[config.mk]
export PLATFORM = sky130hd
export DESIGN_NAME = wb_write_arbiter
export DESIGN_NICKNAME = d
export VERILOG_FILES = /design/src/rtl/wb_write_arbiter.sv
export SDC_FILE = /design/constraint.sdc
export NUM_CORES = 1
export LEC_CHECK = 0
export CAP_MARGIN = 20
export CORE_MARGIN = 5
export CORE_UTILIZATION = 51
export CTS_BUF_LIST = sky130_fd_sc_hd__clkbuf_4 sky130_fd_sc_hd__clkbuf_8 sky130_fd_sc_hd__clkbuf_16
export CTS_CLUSTER_DIAMETER = 100
export DETAILED_ROUTE_END_ITERATION = 10
export HOLD_SLACK_MARGIN = 0.05
export PLACE_DENSITY = 0.92
export SLEW_MARGIN = 20
export SYNTH_ARGS = -nofsm -noshare
export SYNTH_HDL_FRONTEND = slang
export SYNTH_SLANG_ARGS = --single-unit
[constraint.sdc]
create_clock -name clk -period 2.13 [get_ports clk]
set_input_delay 0.426 -clock clk [delete_from_list [all_inputs] [get_ports clk]]
set_output_delay 0.426 -clock clk [all_outputs]
set_load 0.1 [all_outputs]
[src/rtl/wb_write_arbiter.sv]
// Writeback arbiter: merges ALU and multdiv results onto the single regfile write port.
// Optional stall-cycle counter enabled by defining WB_STATS_EN.
module wb_write_arbiter #(
  parameter int DEPTH = 2,
  parameter int CNT_W = 16
) (
  input  logic             clk,
  input  logic             clr,
  input  logic             alu_valid,
  input  logic [4:0]       alu_rd,
  input  logic [31:0]      alu_data,
  input  logic             md_valid,
  input  logic [4:0]       md_rd,
  input  logic [31:0]      md_data,
  output logic             md_ready,
  output logic             stall,
  output logic [31:0]      DATA_WR,
  output logic [31:0]      EN
`ifdef WB_STATS_EN
  , output logic [CNT_W-1:0] stall_cnt
`endif
);

  localparam int AW = $clog2(DEPTH);
  localparam logic [AW:0] FULL = DEPTH[AW:0];

  logic [4:0]    fifo_rd   [DEPTH];
  logic [31:0]   fifo_data [DEPTH];
  logic          fifo_vld  [DEPTH];
  logic [AW-1:0] head, tail;
  logic [AW:0]   count;

  logic        alu_wr, fifo_empty, md_xfer, md_kill, pop, bypass, push;
  logic        wr_en;
  logic [4:0]  wr_rd;
  logic [31:0] wr_data;

  assign md_ready   = (count != FULL);
  assign stall      = (count == FULL);
  assign fifo_empty = (count == '0);
  assign md_xfer    = md_valid & md_ready;
  assign alu_wr     = alu_valid & (alu_rd != 5'd0);
  // A same-cycle multdiv result to the ALU's rd is older; the ALU value wins.
  assign md_kill    = alu_wr & (md_rd == alu_rd);
  // Any ALU result, even to r0, owns the port and blocks the pop.
  assign pop        = ~alu_valid & ~fifo_empty;
  assign bypass     = ~alu_wr & fifo_empty & md_xfer & (md_rd != 5'd0);
  assign push       = md_xfer & ~bypass & ~md_kill & (md_rd != 5'd0);

  always_comb begin
    wr_en   = 1'b0;
    wr_rd   = 5'd0;
    wr_data = 32'd0;
    if (alu_wr) begin
      wr_en   = 1'b1;
      wr_rd   = alu_rd;
      wr_data = alu_data;
    end else if (pop) begin
      wr_en   = fifo_vld[head] & (fifo_rd[head] != 5'd0);
      wr_rd   = fifo_rd[head];
      wr_data = fifo_data[head];
    end else if (bypass) begin
      wr_en   = 1'b1;
      wr_rd   = md_rd;
      wr_data = md_data;
    end
  end

  always_ff @(posedge clk or negedge clr) begin
    if (!clr) begin
      EN      <= '0;
      DATA_WR <= '0;
    end else begin
      EN <= wr_en ? (32'd1 << wr_rd) : 32'd0;
      if (wr_en) DATA_WR <= wr_data;
    end
  end

  always_ff @(posedge clk or negedge clr) begin
    if (!clr) begin
      head  <= '0;
      tail  <= '0;
      count <= '0;
      for (int i = 0; i < DEPTH; i++) begin
        fifo_rd[i]   <= '0;
        fifo_data[i] <= '0;
        fifo_vld[i]  <= 1'b0;
      end
    end else begin
      // Stale entries keep their slot but must not overwrite the newer ALU value.
      for (int i = 0; i < DEPTH; i++)
        if (alu_wr && fifo_rd[i] == alu_rd) fifo_vld[i] <= 1'b0;
      if (push) begin
        fifo_rd[tail]   <= md_rd;
        fifo_data[tail] <= md_data;
        fifo_vld[tail]  <= 1'b1;
        tail            <= tail + AW'(1);
      end
      if (pop) head <= head + AW'(1);
      case ({push, pop})
        2'b10:   count <= count + 1'b1;
        2'b01:   count <= count - 1'b1;
        default: count <= count;
      endcase
    end
  end

`ifdef WB_STATS_EN
  always_ff @(posedge clk or negedge clr) begin
    if (!clr)                        stall_cnt <= '0;
    else if (stall && ~&stall_cnt)   stall_cnt <= stall_cnt + 1'b1;
  end
`else
  logic [CNT_W-1:0] cnt_unused;
  assign cnt_unused = '0;
`endif

endmodule

==> reports/results.md <==
GRT
• **initial antenna violation count** 0
• **Congestion Overflow GR** 0
• **global-route wire length before repair** 29.71 mm
• **overall track demand over capacity in global routing** 23.79%
• **via count of the first global-routing pass** 5830
• **pin count of the biggest net entering global routing** 54

Logic synthesis
• **share of Yosys cell area claimed by the top area cell type** 54.07%
• **Post-synth ARST share** 100.0%
• **simple-gate area share of the yosys netlist** 8.243%
• **nets in the synthesized netlist** 653
• **dominant combinational cell family by area after synthesis** multiplexers
• **portion of the post-synthesis area used by sequential elements** 54.07%
• **Primary FF master, synth** dfrtp_1
• **Post-Syn Area** 0.006664 mm^2
• **leading post-synthesis cells by cell area** dfrtp_1, mux2_2, mux2_1, mux2i_1, o31ai_1
• **share of cell area taken by muxes after synthesis** 19.66%
• **Adder-Cell Fraction of Synth Area** 0.1878%
• **count of flip-flops with a built-in enable after synthesis** 0
• **average size of a mapped cell** 11.61 um^2
• **cell accounting for the most synthesized area** dfrtp_1
• **complex-gate fraction of the synthesized area** 11.17%
• **Synth Instances** 574
• **area share of xor/xnor cells in the synthesized design** 2.629%
• **Yosys warnings** 0
• **Synth Register Bits** 144
• **number of library cell types mapped by synthesis** 40

Worst setup path
• **startpoint of the most critical register-to-register path** head
• **critical path capture point type** flip-flop
• **worst path required time** 2.43 ns
• **Critical Setup Path Class** input pin to flip-flop
• **Worst R2R Setup Slack** 0.02 ns
• **CP startpoint kind** input pin
• **Worst R2R Path Depth** 7
• **CP peak stage delay** 0.57 ns
• **list of cells traversed by the critical path** dlygate4sd2_1 -> or4_4 -> o21a_4 -> a311oi_4 -> buf_6 -> clkbuf_16 -> nand2_1 -> o31ai_1
• **end of the worst register-to-register path** DATA_WR[22]
• **Worst Path Arrival** 2.45 ns
• **highest net fanout along the worst path** 9
• **Critical-path top delay cell** or4_4

Power
• **reported leakage power** 4.354 nW
• **internal power of the cells** 8.889 mW
• **switching part of the total power** 44.02%
• **sequential fraction of design power** 29.4%
• **combinational power share** 50.2%
• **power density of the placed cells** 1664 mW/mm^2
• **maximum ir drop on the vdd rail** 1.149 mV
• **clock power share** 20.5%
• **switching power summed over all nets** 6.991 mW

Die
• **Cell Rows** 41
• **Die W** 124.3 um
• **total I/O pin count** 144
• **die boundary height** 124.3 um
• **Initial Utilization** 52.38%
• **DIE AREA** 0.01545 mm^2
• **core area** 0.01272 mm^2

STA
• **FMAX** 0.4671 GHz
• **Finish-stage setup viols** 1
• **Max Clock Skew** 0.008004 ns
• **final period utilization** 100.5%
• **number of failing hold endpoints at the final stage** 0
• **Slew Limit Headroom** 59.95%
• **Pins Over Slew Limit** 0
• **setup ws final** -0.01087 ns
• **pin slew with the least headroom to its limit** 0.6008 ns
• **setup_tns** -0.01087 ns
• **final critical path time including I/O delays and setup** 2.141 ns

Run status
• **violations in the final reports** setup timing
• **run status** complete, but fails checks

Clock tree
• **number of CTS-inserted buffers** 17
• **clock-pin slew reported for the worst setup and hold paths after clock tree synthesis** 0.06 ns
• **CTS H-tree depth** 4
• **TritonCTS sink count** 144
• **Clock Latency Late Sink** 0.43 ns
• **CTS tree** yes
• **CTS root buf** clkbuf_16
• **worst-case clock buffer depth** 2

Finish
• **area occupied by registers** 0.003605 mm^2
• **fraction of final layout cells sized beyond drive strength 1** 31.32%
• **count of fill cells added during filler insertion** 777
• **Final Non-Filler Cells** 951
• **Final Cell Area** 0.009543 mm^2
• **relative area change from synthesis to final layout** 43.20%
• **core utilization of the finished layout** 75.01%
• **footprint of the multi-input gates** 0.002939 mm^2
• **antenna diode count** 0
• **number of nets at the end of the flow** 845

Placement
• **final estimated routing congestion in global placement** 0.8757
• **post-placement worst setup slack** -0.6127 ns
• **HPWL reported at the end of detailed placement** 12.03 mm
• **post-placement cell count** 893
• **Area after DPL** 0.008426 mm^2
• **IO Port Bufs** 143

Worst hold path
• **hold wc startpoint** md_rd[2]
• **Hold/Removal Path Class** input pin to flip-flop
• **end point of the most critical hold path** fifo_rd[7]
• **Hold Path Cell Cnt** 3

Drt
• **wirelength, routed** 19.80 mm
• **via count** 5451
• **Iter 0 DRT Violations** 466
• **first-pass iteration count of the detailed router** 7
• **drc violations** 0
• **final routed wire length divided by cell count** 20.82 um
• **Antenna Nets Post-Route** 0
• **vias per cell** 5.732

Run
• **maxcap violations** 0

==> timing repair <==
item	CTS	global route
pin swaps	8	10
cloned	3	5
hold endpoints to repair	51	0
setup buffers	12	6
resized for setup	27	14
hold buffers	1	0
endpoints found under the setup margin	130	109
==> critical path: cells and delay by family <==
family / cells / cell delay, ns
and+or+nand+nor: 2 / 0.63
buffers and inverters: 3 / 0.62
AOI/OAI and AO/OA: 3 / 0.76
==> flip-flops by register name, indices dropped and copies added, names as in the netlist <==
| register | cells |
|---|---|
| DATA_WR | 32 |
| EN | 32 |
| count | 2 |
| fifo_data | 64 |
| fifo_rd | 10 |
| fifo_vld | 2 |
| head | 1 |
| tail | 1 |
==> cells in the mapped netlist, drive strengths merged (2+ instances only) <==
cell     count
inv          2
buf         29
a21oi       32
nand3       13
o31ai       32
mux2        79
or3          2
nand4        2
o21bai       2
xnor2       12
clkbuf      13
xor2         8
o41ai        3
nand2       34
mux2i       42
nor2        62
dfrtp      144
o21a         2
o21ai       33
nor3         6
nor3b        3
o2bb2ai      5
==> metrics by stage <==
step                total power [mW]  hold WS [ns]
floorplan                      10.03        0.1304
global placement               11.64        0.4052
detailed placement             11.98        0.4155
CTS                            15.51        0.4865
global route                   16.55        0.4178
finish                         15.88        0.4248
==> worst max-delay path by stage <==
stage,start,to,slack [ns],depth (start not counted)
floorplan,alu_rd[0],fifo_data[12],-0.04,8
global placement,alu_rd[0],EN[6],-0.54,8
detailed placement,alu_rd[0],EN[6],-0.61,8
CTS,md_rd[2],DATA_WR[0],0.01,8
global route,head,DATA_WR[22],-0.03,7
finish,md_rd[3],DATA_WR[22],-0.01,8
==> cells in the final DEF, fill, tap and decap left out, types with 2 or more instances in the layout <==
cell type,instances
clkinv_2,4
buf_8,2
o21a_4,2
buf_6,7
nand2_1,34
mux2i_2,2
buf_16,3
mux2_2,41
dfrtp_1,143
nor3b_1,3
clkbuf_16,22
buf_12,10
nor3_2,2
or3_4,2
nor2_1,60
clkdlybuf4s50_1,66
o41ai_1,2
dlymetal6s2s_1,4
o31ai_1,32
clkinvlp_4,3
nor3_1,4
a21oi_1,32
bufinv_16,4
mux2_1,26
clkbuf_8,5
o21ai_0,33
xor2_1,8
xnor2_1,12
nand4_1,2
dlygate4sd2_1,6
buf_4,111
nor2_2,2
nand3_1,13
mux2_4,12
o2bb2ai_1,5
mux2i_1,39
==> cells by family after synthesis <==
kind of cell               count (synthesis)
AOI/OAI and AO/OA                        115
xor gates and xnor gates                  20
adders and majority gates                  1
buffers and inverters                     44
DFF                                      144
muxes                                    121
other                                      1
and+or+nand+nor                          128
==> per-layer routing <==
| metal | routed length (um) | part of all wire [%] | global-route usage (%) |
|---|---|---|---|
| met3 | 1301 | 6.6 | 6.261 |
| met4 | 580 | 2.9 | 11.28 |
| met5 | 0 | 0 | 0 |
| met1 | 7603 | 38 | 27.06 |
| met2 | 10320 | 52 | 41.57 |
==> power by group through the flow <==
| stage | Sequential (mW) | Combinational [mW] | Clock [mW] |
|---|---|---|---|
| 2_1_floorplan | 6.96 | 3.06 | 0 |
| 3_5_place_dp | 4.65 | 7.33 | 0 |
| 4_1_cts | 4.63 | 7.61 | 3.27 |
| 3_3_place_gp | 4.54 | 7.10 | 0 |
| 5_1_grt | 4.79 | 8.35 | 3.41 |
| 6_report | 4.66 | 7.97 | 3.25 |
==> final cells by class <==
cell class              count  share of cell area [%]
flip-flops and latches    144                   37.77
multi-input cells         386                   30.80
repair buffers            215                   22.25
clock buffers              22                   5.179
well taps                 172                   2.255
clock inverters            10                   1.626
inverters                   2                  0.1180
(Power assumes the default switching activity.)
